$ cat src/rtl/mul_unit_pkg.sv
// Shared core definitions for the M-extension multiply unit:
// the funct3 operation codes and the multiply pipeline depth.
package mul_unit_pkg;

    typedef enum logic [1:0] {
        OP_MUL    = 2'b00,
        OP_MULH   = 2'b01,
        OP_MULHSU = 2'b10,
        OP_MULHU  = 2'b11
    } mul_op_e;

    localparam int MUL_STAGES = 2;

    localparam int PP_W = 50;

    // rs1 is sign-extended for MULH/MULHSU, rs2 only for MULH.
    function automatic logic src_a_signed(input mul_op_e op);
        return (op == OP_MULH) || (op == OP_MULHSU);
    endfunction

    function automatic logic src_b_signed(input mul_op_e op);
        return (op == OP_MULH);
    endfunction

endpackage

$ cat src/rtl/mul_unit_if.sv
// Issue and result signals between the E stage and the multiply pipeline.
// The master drives the issued op and kill; the slave (mul_unit) returns stage status.
interface mul_unit_if
    import mul_unit_pkg::*;
#(
    parameter int ROB_IDX_W = 4
);
    logic                 mul_enE;
    mul_op_e              funct3E;
    logic [31:0]          srcAE;
    logic [31:0]          srcBE;
    logic [4:0]           r_WAE;
    logic [ROB_IDX_W-1:0] rob_tagE;
    logic                 kill;

    logic                 mul_en1E;
    logic                 mul_en2E;
    logic [4:0]           r_WA_MU1;
    logic [4:0]           r_WA_MU2;
    logic [ROB_IDX_W-1:0] rob_tag_MU2;
    logic [31:0]          mul_resultMU2;

    modport master (
        output mul_enE, funct3E, srcAE, srcBE, r_WAE, rob_tagE, kill,
        input  mul_en1E, mul_en2E, r_WA_MU1, r_WA_MU2, rob_tag_MU2, mul_resultMU2
    );

    modport slave (
        input  mul_enE, funct3E, srcAE, srcBE, r_WAE, rob_tagE, kill,
        output mul_en1E, mul_en2E, r_WA_MU1, r_WA_MU2, rob_tag_MU2, mul_resultMU2
    );
endinterface

$ cat src/rtl/mul_pp_gen.sv
// Operand extension to 33 bits and the two partial products of the MU1 stage.
// Split point is b[15:0] (unsigned) and b[32:16] (signed 17-bit).
module mul_pp_gen
    import mul_unit_pkg::*;
(
    input  logic [31:0]     srcA,
    input  logic [31:0]     srcB,
    input  mul_op_e         funct3,
    output logic [PP_W-1:0] P0,
    output logic [PP_W-1:0] P1
);
    logic [32:0]     a;
    logic [32:0]     b;
    logic [PP_W-1:0] a_ext;
    logic [PP_W-1:0] b_lo_ext;
    logic [PP_W-1:0] b_hi_ext;

    // Sign-extend to the full product width so a plain modular multiply
    // yields the correct two's-complement partial product.
    always_comb begin
        a        = {src_a_signed(funct3) & srcA[31], srcA};
        b        = {src_b_signed(funct3) & srcB[31], srcB};
        a_ext    = {{(PP_W-33){a[32]}}, a};
        b_lo_ext = {{(PP_W-16){1'b0}}, b[15:0]};
        b_hi_ext = {{(PP_W-17){b[32]}}, b[32:16]};
        P0       = a_ext * b_lo_ext;
        P1       = a_ext * b_hi_ext;
    end

endmodule

$ cat src/rtl/mul_unit.sv
// Two-stage RISC-V M-extension multiplier: MU1 registers the partial products,
// MU2 sums them and registers the selected 32-bit half. One op per cycle, no stalls.
module mul_unit
    import mul_unit_pkg::*;
#(
    parameter int ROB_IDX_W = 4
)(
    input logic       clk,
    input logic       rst,
    mul_unit_if.slave bus
);
    logic [MUL_STAGES-1:0] valid;
    logic                  accept;
    logic                  advance;

    mul_op_e               op_mu1;
    logic [4:0]            rd_mu1;
    logic [ROB_IDX_W-1:0]  tag_mu1;
    logic [PP_W-1:0]       p0_mu1;
    logic [PP_W-1:0]       p1_mu1;

    logic [4:0]            rd_mu2;
    logic [ROB_IDX_W-1:0]  tag_mu2;
    logic [31:0]           result_mu2;

    logic [PP_W-1:0]       p0_e;
    logic [PP_W-1:0]       p1_e;
    logic [63:0]           product;
    logic [31:0]           result_d;

    mul_pp_gen u_pp_gen (
        .srcA   (bus.srcAE),
        .srcB   (bus.srcBE),
        .funct3 (bus.funct3E),
        .P0     (p0_e),
        .P1     (p1_e)
    );

    assign accept  = bus.mul_enE & ~bus.kill;
    assign advance = valid[0] & ~bus.kill;

    // NOTE: sequential state uses non-blocking assignments so every register
    // samples the pre-edge values of its neighbours.
    always_ff @(posedge clk or posedge rst) begin
        if (rst) begin
            valid <= '0;
        end else begin
            valid <= {advance, accept};
        end
    end

    // NOTE: data registers are reset too because their values are visible
    // outputs that must read 0 after reset, not only the valid bits.
    always_ff @(posedge clk or posedge rst) begin
        if (rst) begin
            op_mu1  <= OP_MUL;
            rd_mu1  <= '0;
            tag_mu1 <= '0;
            p0_mu1  <= '0;
            p1_mu1  <= '0;
        end else if (accept) begin
            op_mu1  <= bus.funct3E;
            rd_mu1  <= bus.r_WAE;
            tag_mu1 <= bus.rob_tagE;
            p0_mu1  <= p0_e;
            p1_mu1  <= p1_e;
        end
    end

    // Only bits [63:0] of the 66-bit sum P0 + (P1 << 16) are ever selected.
    // NOTE: every always_comb output is assigned on all paths to avoid latches.
    always_comb begin
        product  = 64'({{(66-PP_W){p0_mu1[PP_W-1]}}, p0_mu1} + {p1_mu1, 16'b0});
        result_d = (op_mu1 == OP_MUL) ? product[31:0] : product[63:32];
    end

    always_ff @(posedge clk or posedge rst) begin
        if (rst) begin
            rd_mu2     <= '0;
            tag_mu2    <= '0;
            result_mu2 <= '0;
        end else if (advance) begin
            rd_mu2     <= rd_mu1;
            tag_mu2    <= tag_mu1;
            result_mu2 <= result_d;
        end
    end

    assign bus.mul_en1E      = valid[0];
    assign bus.mul_en2E      = valid[1];
    assign bus.r_WA_MU1      = rd_mu1;
    assign bus.r_WA_MU2      = rd_mu2;
    assign bus.rob_tag_MU2   = tag_mu2;
    assign bus.mul_resultMU2 = result_mu2;

endmodule

$ cat src/flat_wrapper.sv
// flat-port wrapper written by rule: the top's interface ports become plain ports
module mul_unit_flat import mul_unit_pkg::*;
#(
    parameter int ROB_IDX_W = 4
)
  (clk, rst, bus_mul_enE, bus_funct3E, bus_srcAE, bus_srcBE, bus_r_WAE, bus_rob_tagE, bus_kill, bus_mul_en1E, bus_mul_en2E, bus_r_WA_MU1, bus_r_WA_MU2, bus_rob_tag_MU2, bus_mul_resultMU2);
  mul_unit_if #(.ROB_IDX_W(ROB_IDX_W)) bus_i ();
  input logic clk;
  input logic rst;
  input wire logic [$bits(bus_i.mul_enE)-1:0] bus_mul_enE;
  input wire logic [$bits(bus_i.funct3E)-1:0] bus_funct3E;
  input wire logic [$bits(bus_i.srcAE)-1:0] bus_srcAE;
  input wire logic [$bits(bus_i.srcBE)-1:0] bus_srcBE;
  input wire logic [$bits(bus_i.r_WAE)-1:0] bus_r_WAE;
  input wire logic [$bits(bus_i.rob_tagE)-1:0] bus_rob_tagE;
  input wire logic [$bits(bus_i.kill)-1:0] bus_kill;
  output wire logic [$bits(bus_i.mul_en1E)-1:0] bus_mul_en1E;
  output wire logic [$bits(bus_i.mul_en2E)-1:0] bus_mul_en2E;
  output wire logic [$bits(bus_i.r_WA_MU1)-1:0] bus_r_WA_MU1;
  output wire logic [$bits(bus_i.r_WA_MU2)-1:0] bus_r_WA_MU2;
  output wire logic [$bits(bus_i.rob_tag_MU2)-1:0] bus_rob_tag_MU2;
  output wire logic [$bits(bus_i.mul_resultMU2)-1:0] bus_mul_resultMU2;
  assign bus_i.mul_enE = bus_mul_enE;
  assign bus_i.funct3E = bus_funct3E;
  assign bus_i.srcAE = bus_srcAE;
  assign bus_i.srcBE = bus_srcBE;
  assign bus_i.r_WAE = bus_r_WAE;
  assign bus_i.rob_tagE = bus_rob_tagE;
  assign bus_i.kill = bus_kill;
  assign bus_mul_en1E = bus_i.mul_en1E;
  assign bus_mul_en2E = bus_i.mul_en2E;
  assign bus_r_WA_MU1 = bus_i.r_WA_MU1;
  assign bus_r_WA_MU2 = bus_i.r_WA_MU2;
  assign bus_rob_tag_MU2 = bus_i.rob_tag_MU2;
  assign bus_mul_resultMU2 = bus_i.mul_resultMU2;
  mul_unit #(.ROB_IDX_W(ROB_IDX_W)) u_core (.clk(clk), .rst(rst), .bus(bus_i));
endmodule
$ cat config.mk
export PLATFORM = sky130hd
export DESIGN_NAME = mul_unit_flat
export DESIGN_NICKNAME = d
export VERILOG_FILES = /design/src/rtl/mul_unit_pkg.sv /design/src/rtl/mul_unit_if.sv /design/src/rtl/mul_pp_gen.sv /design/src/rtl/mul_unit.sv /design/src/flat_wrapper.sv
export SDC_FILE = /design/constraint.sdc
export NUM_CORES = 2
export LEC_CHECK = 0
export BUFFER_PORTS_ARGS = -buffer_cell sky130_fd_sc_hd__buf_2
export CAP_MARGIN = 25
export CORE_MARGIN = 2
export CORE_UTILIZATION = 70
export CTS_CLUSTER_DIAMETER = 200
export DETAILED_ROUTE_END_ITERATION = 12
export PLACE_DENSITY = 0.88
export RECOVER_POWER = 25
export SLEW_MARGIN = 10
export SYNTH_ARGS = -nofsm -noshare
export SYNTH_HDL_FRONTEND = slang
export SYNTH_SLANG_ARGS = --single-unit
$ cat constraint.sdc
create_clock -name clk -period 13.2 [get_ports clk]
set_input_delay 2.64 -clock clk [delete_from_list [all_inputs] [get_ports clk]]
set_output_delay 2.64 -clock clk [all_outputs]
set_load 0.03 [all_outputs]
==> run metrics <==
CTS Buffer Depth=2; Slew Viols, Final=83; die width=259 um; Post-CTS Hold Fix Bufs=0; vias post-DR=35631; CP max FO=33; crit path kind=in2reg; Yosys warnings=0; Tcrit/Tclk final=72.9%; dominant cell type by area after synthesis=fa_1; CP most frequent cell=fa_1; vias in the first global route=38515; Num Clock Sinks=152; post-synth top area share=45.2%; Ports=127; crit start category=input port; Die Y=259 um; Cell variety after synth=75; Congestion Overflow GR=0; final worst slack=3.58 ns; core area=64300 um2; Critical Path Sink Type=register; post-synthesis sequential area ratio=8.37%; final setup vio count=0; CTS buffer count=17; Clock Latency Late Sink=0.46 ns; worst hold path class=reg2reg; # H-tree levels=4; Post-synth EDFFs=0; worst-path cell chain=buf_2 -> nand2_1 -> fa_1 -> inv_1 -> fa_1 -> inv_1 -> fa_1 -> inv_1 -> fa_1 -> inv_1 -> fa_1 -> inv_1 -> fa_1 -> ha_1 -> a21o_1 -> a31oi_1 -> o21ai_0 -> o41a_1 -> a211oi_1 -> nor2_1 -> a221o_1 -> a21oi_1 -> xor2_1 -> o21ai_0; first-pass GRT wire length=193 mm; Max Cap Viol=1; Multi-input gate area=36100 um2; die area=67000 um2; clock-pin slew on the worst setup and hold paths=0.08 ns; Final Hold Viols=0; GRT Total Usage=36.5%; failing checks=max-capacitance violations, max-slew violations; RSZ-0062 raised after global routing=no; CP max-delay cell=a211oi_1; fill count=4603; synth top area cells=fa_1 45%, inv_1 10%, dfrtp_1 8.4%, nand2_1 7.8%, ha_1 7.7%; outcome=finished, violations left; root buffer cell=clkbuf_16; share of layout cells above drive strength 1=4.15%; PortBufs=126; TritonCTS clock tree=yes; Mapped Nets=6594; Tmin final=9.62 ns; Cells after Synth=5208; Most used DFF post-synth=dfrtp_1; slowest stage delay, CP=0.70 ns; DRT Wirelength=117 mm; Yosys reg bits=152; worst slew pin tran=3.74 ns; ANT nets after route=0; Crit path required time=13.53 ns; setup TNS=0 ns; pre-CTS WS=2.92 ns; clock skew=0.0181 ns; Area growth, synth to finish=3.41%; post-synthesis async set-or-reset flop share=100%; synthesized cell area=45400 um2; Critical Path AT=9.95 ns; Post-DP HPWL=92.3 mm; Sequential cell area=3800 um2; Max Freq=0.104 GHz; slew margin rel.=-151%; DR vias/cell=5.95; Syn Area/Cell=8.72 um2; final net count=6504; largest net degree at the start of global routing=118; PostCTS Resize Cnt=0; initial antenna violation count=3; setup bufs post-CTS=0; number of core rows=93; Routed WL per cell=19.5 um; First-pass DRT Iterations=6; Residual DRC=0; DRT iter0 DRCs=3087; GP Congestion=0.939; starting density of the core=70.6%
layout make-up:
type | count | share of cell area (%)
flip-flops and latches | 152 | 8.10
clock inverters | 14 | 0.373
well taps | 855 | 2.28
clock buffers | 18 | 0.913
diodes | 2 | 0.0107
multi-input cells | 3591 | 76.9
repair buffers | 145 | 1.74
inverters | 1211 | 9.68
state kept, by name, summed over array words and instances, names as in the netlist:
name,cells
u_core.bus.r_WA_MU1,5
u_core.op_mu1,2
u_core.bus.mul_resultMU2,32
u_core.p1_mu1,48
u_core.tag_mu1,4
u_core.bus.r_WA_MU2,5
u_core.bus.rob_tag_MU2,4
u_core.valid,2
u_core.p0_mu1,50
critical path: cells and delay by family:
family          cells  cell delay [ns]
buf+inv             6             0.88
compound gates      8             2.38
xor+xnor            1             0.16
simple gates        2             0.46
fa+ha+maj           7             3.39
per-layer routing:
layer	global-route usage (%)	wire (um)	vias up	share of wire [%]
met5	0	28	-	0.024
met1	45.4	41500	18064	35
met2	60.9	57700	1823	49
li1	-	-	15260	-
met3	4.82	9350	480	8.0
met4	23.0	8430	4	7.2
per-stage QoR:
| step | util [%] | hold slack [ns] | instances | instance area, um2 |
|---|---|---|---|---|
| 3_5_place_dp | 72.0 | 0.456 | 5951 | 46300 |
| 3_3_place_gp | 72.0 | 0.447 | 5951 | 46300 |
| 5_1_grt | 73.0 | 0.499 | 5987 | 47000 |
| 4_1_cts | 72.9 | 0.474 | 5983 | 46900 |
| 2_1_floorplan | - | 0.439 | 5208 | 45400 |
| 6_report | 73.0 | 0.473 | 5988 | 47000 |
logic make-up (layout without fill, tap and decap cells):
| family | count (synthesis) | after routing | share of synthesized area, % |
|---|---|---|---|
| AO/OA/AOI/OAI | 551 | 551 | 7.81 |
| XOR/XNOR | 122 | 122 | 2.35 |
| adder cells (fa/ha/maj) | 1307 | 1307 | 52.9 |
| buffers and inverters | 1465 | 1388 | 12.1 |
| flip-flops | 152 | 152 | 8.37 |
| multiplexers | 5 | 5 | 0.110 |
| other | 0 | 2 | 0 |
| AND/OR/NAND/NOR | 1606 | 1606 | 16.3 |
worst paths after layout:
| path | from | to | slack [ns] | cells after the start |
|---|---|---|---|---|
| worst max-delay path | bus_srcAE[7] | u_core.p0_mu1[38]$_DFFE_PP0P_ | 3.58 | 24 |
| worst min-delay path | u_core.tag_mu1[3]$_DFFE_PP0P_ | u_core.bus.rob_tag_MU2[3]$_DFFE_PP0P_ | 0.47 | 2 |
| worst max register to register | u_core.p0_mu1[16]$_DFFE_PP0P_ | u_core.bus.mul_resultMU2[18]$_DFFE_PP0P_ | 9.45 | 13 |
| worst min register to register | u_core.tag_mu1[3]$_DFFE_PP0P_ | u_core.bus.rob_tag_MU2[3]$_DFFE_PP0P_ | 0.47 | 2 |
| max in group asynchronous | rst | u_core.p0_mu1[47]$_DFFE_PP0P_ | 7.84 | 4 |
| min in group asynchronous | rst | u_core.bus.r_WA_MU1[2]$_DFFE_PP0P_ | 3.29 | 2 |
synthesized netlist by cell type, types with 21 or more instances:
library cell / number
inv_1: 1211
fa_1: 1026
nand2_1: 950
and2_1: 367
ha_1: 281
clkbuf_1: 245
dfrtp_1: 152
o21ai_0: 145
a21oi_1: 131
nor2_1: 117
a21o_1: 84
xnor2_1: 68
xor2_1: 54
a31oi_1: 31
nand3_1: 31
o21a_1: 23
and3_1: 21
placed cells by master (no fill, tap or decap), drive strengths merged, types with 32 or more instances in the layout:
| cell | n |
|---|---|
| a21o | 86 |
| a21oi | 131 |
| a31oi | 32 |
| and2 | 367 |
| buf | 144 |
| dfrtp | 152 |
| fa | 1026 |
| ha | 281 |
| inv | 1219 |
| nand2 | 950 |
| nor2 | 117 |
| o21ai | 146 |
| xnor2 | 68 |
| xor2 | 54 |
Power is not shown: default switching activity piles up to over one toggle a cycle in this logic, so the estimate is an artifact.
